**config.mk**
```make
export PLATFORM = sky130hd
export DESIGN_NAME = pipeline_mem_stage
export DESIGN_NICKNAME = d
export VERILOG_FILES = /design/src/rtl/pipeline_mem_stage.sv
export SDC_FILE = /design/constraint.sdc
export NUM_CORES = 1
export LEC_CHECK = 0
export ABC_AREA = 1
export ABC_CLOCK_PERIOD_IN_PS = 4400
export CAP_MARGIN = 15
export CORE_MARGIN = 2
export CORE_UTILIZATION = 45
export CTS_CLUSTER_DIAMETER = 40
export DETAILED_ROUTE_END_ITERATION = 8
export PLACE_DENSITY_LB_ADDON = 0.25
export SKIP_CTS_REPAIR_TIMING = 1
export SKIP_LAST_GASP = 1
export SLEW_MARGIN = 5
export SYNTH_ARGS = -nofsm -noshare
export SYNTH_HDL_FRONTEND = slang
export SYNTH_SLANG_ARGS = --single-unit
export TNS_END_PERCENT = 100
```
**constraint.sdc**
```tcl
create_clock -name clock -period 4.4 [get_ports clock]
set_input_delay 1.32 -clock clock [delete_from_list [all_inputs] [get_ports clock]]
set_output_delay 1.32 -clock clock [all_outputs]
set_load 0.01 [all_outputs]
```
**src/rtl/pipeline_mem_stage.sv**
```systemverilog
// Memory-access stage with req/ack data bus, lane alignment and MEM/WB register.
// Optional misalignment trap: define MEM_MISALIGN_TRAP_EN to add misalign_out.
module pipeline_mem_stage #(
    parameter int TIMEOUT_CYCLES = 16
) (
    input  logic        clock,
    input  logic        reset,
    input  logic        dmem_enable_in,
    input  logic        dmem_write_enable_in,
    input  logic [1:0]  dmem_type_in,
    input  logic [31:0] rt_data_in,
    input  logic [31:0] alu_result_in,
    input  logic [4:0]  rd_write_address_in,
    input  logic        rd_select_in,
    input  logic        rd_write_enable_in,
    output logic        dmem_req,
    output logic        dmem_we,
    output logic [31:0] dmem_addr,
    output logic [3:0]  dmem_byte_en,
    output logic [31:0] dmem_wdata,
    input  logic [31:0] dmem_rdata,
    input  logic        dmem_ack,
    output logic        stall,
    output logic [4:0]  rd_write_address_out,
    output logic        rd_write_enable_out,
    output logic [31:0] rd_data_out,
`ifdef MEM_MISALIGN_TRAP_EN
    output logic        misalign_out,
`endif
    output logic        bus_error_out
);

    typedef enum logic {IDLE, ACCESS} state_t;

    state_t      state;
    logic [7:0]  count;
    logic        timeout_hit;
    logic        misaligned;
    logic [3:0]  byte_en;
    logic [31:0] wdata;
    logic [15:0] half;
    logic [7:0]  byte_lane;
    logic [31:0] load_data;

    assign timeout_hit = (count == 8'(TIMEOUT_CYCLES - 1));

    always_comb begin
        misaligned = 1'b0;
`ifdef MEM_MISALIGN_TRAP_EN
        case (dmem_type_in)
            2'b00:   misaligned = (alu_result_in[1:0] != 2'b00);
            2'b01:   misaligned = alu_result_in[0];
            default: misaligned = 1'b0;
        endcase
`endif
    end

    // Lane selection is shared by store byte enables and load extraction.
    always_comb begin
        byte_en = 4'b1111;
        wdata   = rt_data_in;
        case (dmem_type_in)
            2'b00: begin
                byte_en = 4'b1111;
                wdata   = rt_data_in;
            end
            2'b01: begin
                byte_en = alu_result_in[1] ? 4'b1100 : 4'b0011;
                wdata   = {2{rt_data_in[15:0]}};
            end
            default: begin
                byte_en = 4'b0001 << alu_result_in[1:0];
                wdata   = {4{rt_data_in[7:0]}};
            end
        endcase
    end

    always_comb begin
        half = alu_result_in[1] ? dmem_rdata[31:16] : dmem_rdata[15:0];
        case (alu_result_in[1:0])
            2'b00:   byte_lane = dmem_rdata[7:0];
            2'b01:   byte_lane = dmem_rdata[15:8];
            2'b10:   byte_lane = dmem_rdata[23:16];
            default: byte_lane = dmem_rdata[31:24];
        endcase
        case (dmem_type_in)
            2'b00:   load_data = dmem_rdata;
            2'b01:   load_data = {{16{half[15]}}, half};
            2'b10:   load_data = {{24{byte_lane[7]}}, byte_lane};
            default: load_data = {24'd0, byte_lane};
        endcase
    end

    // The final timeout cycle releases stall so the dropped instruction leaves.
    always_comb begin
        stall = 1'b0;
        if (reset) begin
            case (state)
                IDLE:   stall = dmem_enable_in && !misaligned;
                ACCESS: stall = !dmem_ack && !timeout_hit;
            endcase
        end
    end

    always_ff @(posedge clock) begin
        if (!reset) begin
            state                <= IDLE;
            count                <= 8'd0;
            dmem_req             <= 1'b0;
            dmem_we              <= 1'b0;
            dmem_addr            <= 32'd0;
            dmem_byte_en         <= 4'd0;
            dmem_wdata           <= 32'd0;
            rd_write_address_out <= 5'd0;
            rd_write_enable_out  <= 1'b0;
            rd_data_out          <= 32'd0;
            bus_error_out        <= 1'b0;
`ifdef MEM_MISALIGN_TRAP_EN
            misalign_out         <= 1'b0;
`endif
        end else begin
            bus_error_out <= 1'b0;
`ifdef MEM_MISALIGN_TRAP_EN
            misalign_out  <= 1'b0;
`endif
            case (state)
                IDLE: begin
                    rd_write_address_out <= rd_write_address_in;
                    rd_data_out          <= alu_result_in;
                    if (dmem_enable_in && !misaligned) begin
                        state               <= ACCESS;
                        count               <= 8'd0;
                        dmem_req            <= 1'b1;
                        dmem_we             <= dmem_write_enable_in;
                        dmem_addr           <= {alu_result_in[31:2], 2'b00};
                        dmem_byte_en        <= byte_en;
                        dmem_wdata          <= wdata;
                        rd_write_enable_out <= 1'b0;
                    end else begin
                        rd_write_enable_out <= rd_write_enable_in && !dmem_enable_in;
`ifdef MEM_MISALIGN_TRAP_EN
                        misalign_out        <= dmem_enable_in;
`endif
                    end
                end
                ACCESS: begin
                    if (dmem_ack) begin
                        state                <= IDLE;
                        dmem_req             <= 1'b0;
                        rd_write_address_out <= rd_write_address_in;
                        rd_write_enable_out  <= rd_write_enable_in;
                        rd_data_out          <= rd_select_in ? load_data : alu_result_in;
                    end else if (timeout_hit) begin
                        state               <= IDLE;
                        dmem_req            <= 1'b0;
                        bus_error_out       <= 1'b1;
                        rd_write_enable_out <= 1'b0;
                    end else begin
                        count               <= count + 8'd1;
                        rd_write_enable_out <= 1'b0;
                    end
                end
            endcase
        end
    end

endmodule

```
==> impl_results.md, run 1 <==
- Status: complete, no violations
- Layout cells sized above 1: 8.57%
- CTS sink count: 116
- CTS Buf Count: 17
- Routed WL per cell: 15.5 µm
- Fraction of the yosys area taken by sequential cells: 42.4%
- Layout Utilization: 69.3%
- Port buffer count: 217
- DP Cell Count: 1,107
- Total gr overflow: 0
- Synth unique cells: 36
- Slew HR: 46.6%
- RSZ-0062 raised after global routing: no
- Pwr dens: 379 nW/µm²
- Drt first pass iters: 5
- F_max: 241 MHz
- Avg Inst Size Synth: 7.06 µm²
- Gr busiest metal: met2
- Setup skew after layout: 8.05 ps
- Layout area overhead: 51.4%
- P_leak: 3.50 nW
- Met2 Use GR: 42.6%
- DRT iter0 DRCs: 514
- Slew Limit Fails: 0
- Post-DP Area: 7680 µm²
- Worst Setup End Kind: output port
- Clock Latency Late Sink: 420 ps
- Top-Level Pins: 220
- Via density: 5.15
- Clock-pin slew on the worst setup and hold paths: 50 ps
- Routed Antenna Nets: 0
- H-tree Lvls: 4
- Root buffer cell: clkbuf_16
- CP arrival: 2820 ps
- Core area: 12,000 µm²
- Worst EP required: 3080 ps
- Post-route cell area: 8290 µm²
- DRC violation count after routing: 0
- Clock Path Buffers: 2
- Hold Path Class: reg2reg
- HPWL after detailed placement: 12,500 µm
- FF-to-FF Start: state
- Flop and latch count out of synthesis: 116
- Initial Utilization: 45.8%
- Setup TNS: 0 ps
- Die height: 114 µm
- GP Congestion: 0.904
- CP max-delay cell: clkdlybuf4s50_1
- Initial antenna violation count: 0
- Critical path startpoint category: primary input
- Rows: 40
- TritonCTS clock tree: yes
- Yosys warns: 0
- Met3 usage: 10.2%
- Final WL: 17,700 µm
- Tmin final: 4140 ps
- Setup violators final: 0
- Maxcap violations: 0
- Crit path largest cell delay: 540 ps
- Worst VDD drop: 0.342 mV
- N_diodes: 0
- Crit-path cells: clkdlybuf4s50_1, nor2_2, o21ai_1, nand2_2, inv_2, nor2_1, clkdlybuf4s50_1
- Min-delay src: dmem_wdata[25]
- Cells after Synth: 776
- Vias after detailed routing: 5,868
- WHS Path Cells: 2
- Final hold vios: 0
- Die width: 114 µm
- Vias in the first global route: 5,526
- Period utilization: 94.2%
- Crit path launch: dmem_ack
- Worst Reg-to-Reg Cells: 6
- Total Routing Usage GR: 27.6%
- Die area: 13,100 µm²
- Cell area after synthesis: 5480 µm²
- Largest net degree at the start of global routing: 56
- Final #Nets: 1,090
- Maximum fanout along the worst path: 7
- Worst path most repeated cell: clkdlybuf4s50_1
- Post-Layout Cell Count: 1,139
- First-pass GRT wire length: 27,900 µm
- Kind of critical path: in2out
- Slew @ Worst Pin: 801 ps
- M1 GR Usage: 34.6%
cell type report:
| cell class | instances | area, µm² |
|---|---|---|
| multi-input combinational | 532 | 2600 |
| fill | 1026 | 3670 |
| clock inverter | 9 | 125 |
| tap | 147 | 184 |
| inverter | 86 | 323 |
| clock buffer | 23 | 488 |
| timing repair buffer | 226 | 2250 |
| sequential | 116 | 2320 |
path summary, 6_finish.rpt:
kind	slack [ps]	end
setup / recovery	260	stall
hold / removal	450	dmem_wdata[25]
setup reg to reg	2380	rd_data_out[1]
hold reg to reg	450	dmem_wdata[25]
registers in the layout (all words and copies together), names as in the netlist, 4 cells and up:
| name | cells |
|---|---|
| count | 8 |
| dmem_byte_en | 4 |
| rd_data_out | 32 |
| dmem_addr | 30 |
| dmem_wdata | 32 |
| rd_write_address_out | 5 |
per-layer routing:
layer / wire [µm] / up-vias
li1: - / 2926
met1: 7730 / 2667
met2: 7990 / 239
met3: 1440 / 36
met4: 527 / 0
met5: 0 / -
cells by family after synthesis:
| group | count (synthesis) | share of synthesized area, % |
|---|---|---|
| simple gates | 324 | 25.4 |
| compound gates | 205 | 21.6 |
| buf+inv | 129 | 10.3 |
| flops | 116 | 42.4 |
| fa+ha+maj | 1 | 0.228 |
| other cells | 1 | 0.0685 |
power breakdown:
group	total [W]	internal (W)	switching [W]
Clock	0.00142	0.000945	0.000479
Combinational	0.000554	0.000283	0.000271
Sequential	0.00116	0.00113	0.0000372
worst max-delay path: cells and delay by family:
kind	cells	cell delay, ps
compound gates	1	120
buf+inv	3	1020
simple gates	3	370
Yosys cell counts:
master	count	area, µm²
nand3_2	6	60.1
a21boi_0	1	7.51
a21oi_2	19	166
a31oi_1	4	25.0
clkinv_1	1	3.75
nor4_1	1	6.26
nor2_2	5	31.3
a211oi_1	1	7.51
conb_1	1	3.75
nand3b_1	4	30.0
nand3_1	37	185
o211ai_1	13	97.6
buf_2	13	65.1
inv_1	77	289
a22o_1	7	61.3
inv_2	8	30.0
a21oi_4	1	16.3
ha_1	1	12.5
nor3_4	1	16.3
or2_1	1	6.26
a21oi_1	28	140
o21ai_0	127	636
nand2_2	3	18.8
nand3_4	1	17.5
nor2_4	1	11.3
o31ai_1	2	15.0
nor2_1	37	139
buf_4	7	52.6
buf_6	5	56.3
nand2_1	222	833
nor3_1	1	5.00
nand4_1	3	18.8
nand2_4	1	11.3
dfxtp_1	116	2320
clkbuf_1	18	67.6
o21ai_1	2	10.0
stage by stage:
step / setup WS (ps) / power (W) / hold WS [ps]
after global routing: 157 / 0.00327 / 467
after detailed placement: 254 / 0.00173 / 441
after CTS: 251 / 0.00316 / 453
after floorplan: 1110 / 0.00143 / 453
after global placement: 283 / 0.00173 / 435
final: 256 / 0.00314 / 450
cell usage in the layout (no fill, tap or decap), types with 6 or more instances in the layout:
| cell type | n |
|---|---|
| nand3_1 | 37 |
| a22o_1 | 7 |
| nor2_1 | 37 |
| buf_4 | 8 |
| dfxtp_1 | 116 |
| o211ai_1 | 13 |
| a21oi_2 | 19 |
| clkdlybuf4s50_1 | 217 |
| clkbuf_16 | 17 |
| o21ai_0 | 127 |
| a21oi_1 | 28 |
| inv_2 | 8 |
| nand2_1 | 222 |
| inv_1 | 77 |
| nand3_2 | 6 |
Power figures use the tool's default switching activity.
==> run 2, diff against run 1 <==
- ABC_CLOCK_PERIOD_IN_PS: 4400 -> 5000
- MAX_ROUTING_LAYER: not set -> met4
- clock period: 4.4 -> 5 ns (I/O delays scaled with it)
==> run 2 against run 1 <==
Cell count is 0.26% lower. Sequential power decreased by 12%. Register-to-register slack better by 360 ps. Critical endpoint unchanged.
==> impl_results.md, run 2 (synthesis gave the netlist of run 1 again) <==
- Clock Path Buffers: 2 (unchanged)
- Critical path startpoint category: primary input
- RSZ-0062 raised after global routing: no
- WP depth: 7 (unchanged)
- H-tree Lvls: 4 (unchanged)
- Layout area overhead: 51.3% (about the same)
- Tmin final: 4700 ps
- Slew HR: 24.0% (-23 points)
- Routed WL per cell: 15.8 µm (+1.6%)
- Drt first pass iters: 5 (unchanged)
- Worst Path Buf+Inv: 3 (unchanged)
- CTS sink count: 116 (unchanged)
- Die width: 114 µm (unchanged)
- Hold slack final: 453 ps (+2.57 ps)
- Setup violators final: 0 (unchanged)
- Pwr dens: 343 nW/µm² (-9.4%)
- Commonest non-fill, non-tap cell in the layout: nand2_1
- WHS Path Cells: 2 (unchanged)
- Total gr overflow: 0 (unchanged)
- Maxcap violations: 0 (unchanged)
- Root buffer cell: clkbuf_16
- Worst path most repeated cell: clkdlybuf4s50_1
- Vias after detailed routing: 5,863 (-0.085%)
- Routed Antenna Nets: 0 (unchanged)
- Clock-pin slew on the worst setup and hold paths: 50 ps (about the same)
- Slew Limit Fails: 0 (unchanged)
- Clock Latency Late Sink: 410 ps (about the same)
- Port buffer count: 217 (unchanged)
- Die height: 114 µm (unchanged)
- Fill count: 989 (-3.6%)
- Worst EP required: 3500 ps (+420 ps)
- N_diodes: 0 (unchanged)
- Initial Utilization: 45.8% (unchanged)
- Final hold vios: 0 (unchanged)
- P_leak: 3.50 nW (-0.12%)
- DRT iter0 DRCs: 424 (-18%)
- Maximum fanout along the worst path: 10 (+3)
- Total Routing Usage GR: 28.3% (+0.76 points)
- Worst VDD drop: 0.206 mV (-40%)
- Hold Path Class: reg2reg
- Initial antenna violation count: 0 (unchanged)
- Most frequent cells in the layout: nand2_1 (222), clkdlybuf4s50_1 (217), o21ai_0 (127)
- Die area: 13,100 µm² (unchanged)
- Final #Nets: 1,087 (-0.28%)
- Crit path largest cell delay: 550 ps (about the same)
- Slew @ Worst Pin: 1140 ps (+338 ps)
- Setup skew after layout: 5.40 ps (-2.65 ps)
- GP Congestion: 0.900 (-0.45%)
- Layout cells sized above 1: 8.19% (-0.38 points)
- CP delay by family, top: buffers and inverters
- Final worst-path setup slack: 305 ps (+49.1 ps)
- Kind of critical path: in2out
- CP max-delay cell: clkdlybuf4s50_1
- Via density: 5.16 (+0.18%)
- DRC violation count after routing: 0 (unchanged)
- Top-Level Pins: 220 (unchanged)
- CP arrival: 3200 ps (+380 ps)
- HPWL after detailed placement: 12,500 µm (+0.15%)
- Core area: 12,000 µm² (unchanged)
- Post-Layout Cell Count: 1,136 (-0.26%)
- First-pass GRT wire length: 27,900 µm (about the same)
- Period utilization: 93.9%
- CTS Buf Count: 17 (unchanged)
- Vias in the first global route: 5,434 (-1.7%)
- Crit-path cells: clkdlybuf4s50_1, nor2_2, o21ai_1, nand2_2, inv_2, nor2_1, clkdlybuf4s50_1
- Final WL: 17,900 µm (+1.3%)
- Worst Reg-to-Reg Cells: 6 (unchanged)
- Dpl ws: 335 ps (+80.6 ps)
- Status: complete, no violations
- Worst Setup End Kind: output port
- F_max: 213 MHz
- Rows: 40 (unchanged)
- Largest net degree at the start of global routing: 56 (unchanged)
- TritonCTS clock tree: yes
- Setup TNS: 0 ps (unchanged)
- Largest registers: dmem_wdata: 32 flops, rd_data_out: 32 flops, dmem_addr: 30 flops
- DP Cell Count: 1,104 (-0.27%)
## run 2: cell types whose count changed in the layout (fill, tap and decap cells not counted), sizes merged
cell      change
clkinvlp      -1
bufinv        +2
clkbuf        -1
buf           -3
## run 2: path summary, 6_finish.rpt
check	to	from	slack, ps
hold reg to reg	dmem_wdata[20]	dmem_wdata[20]	450
setup reg to reg	rd_data_out[28]	state	2740
setup / recovery	stall	dmem_ack	300
hold / removal	dmem_wdata[20]	dmem_wdata[20]	450
## run 2: worst reg2reg max path: cells and delay by family, from the launching register on
family	cells	cell delay (ps)
AO/OA/AOI/OAI	1	80
flip-flops	1	370
AND/OR/NAND/NOR	3	810
buffers and inverters	2	890
## run 2: cell type report
| class | instances | area (µm²) | share of cell area, % |
|---|---|---|---|
| clock buffer | 22 | 464 | 5.60 |
| clock inverter | 10 | 178 | 2.14 |
| inverter | 86 | 323 | 3.90 |
| multi-input combinational | 532 | 2600 | 31.4 |
| sequential | 116 | 2320 | 28.0 |
| tap | 147 | 184 | 2.22 |
| timing repair buffer | 223 | 2220 | 26.8 |
## run 2: routing by layer
layer  track usage (%)  up-vias  wire length [µm]
li1                  -     2923                 -
met1              36.4     2671              8050
met2              41.9      224              7980
met3              7.99       45              1280
met4              12.0        0               604
met5                 -        -                 0
## run 2: power breakdown
part / internal, W / leakage [nW] / switching, W
clock network: 0.000907 / 0.314 / 0.000429
registers: 0.000990 / 0.957 / 0.0000336
logic: 0.000246 / 2.23 / 0.000238
## run 2: through the flow
stage	total power (W)	instance area [µm²]	util, %
after floorplan	0.00126	5480	-
after global placement	0.00152	7640	63.9
after detailed placement	0.00152	7640	63.9
after CTS	0.00285	8290	69.3
after global routing	0.00295	8290	69.3
final	0.00284	8290	69.3
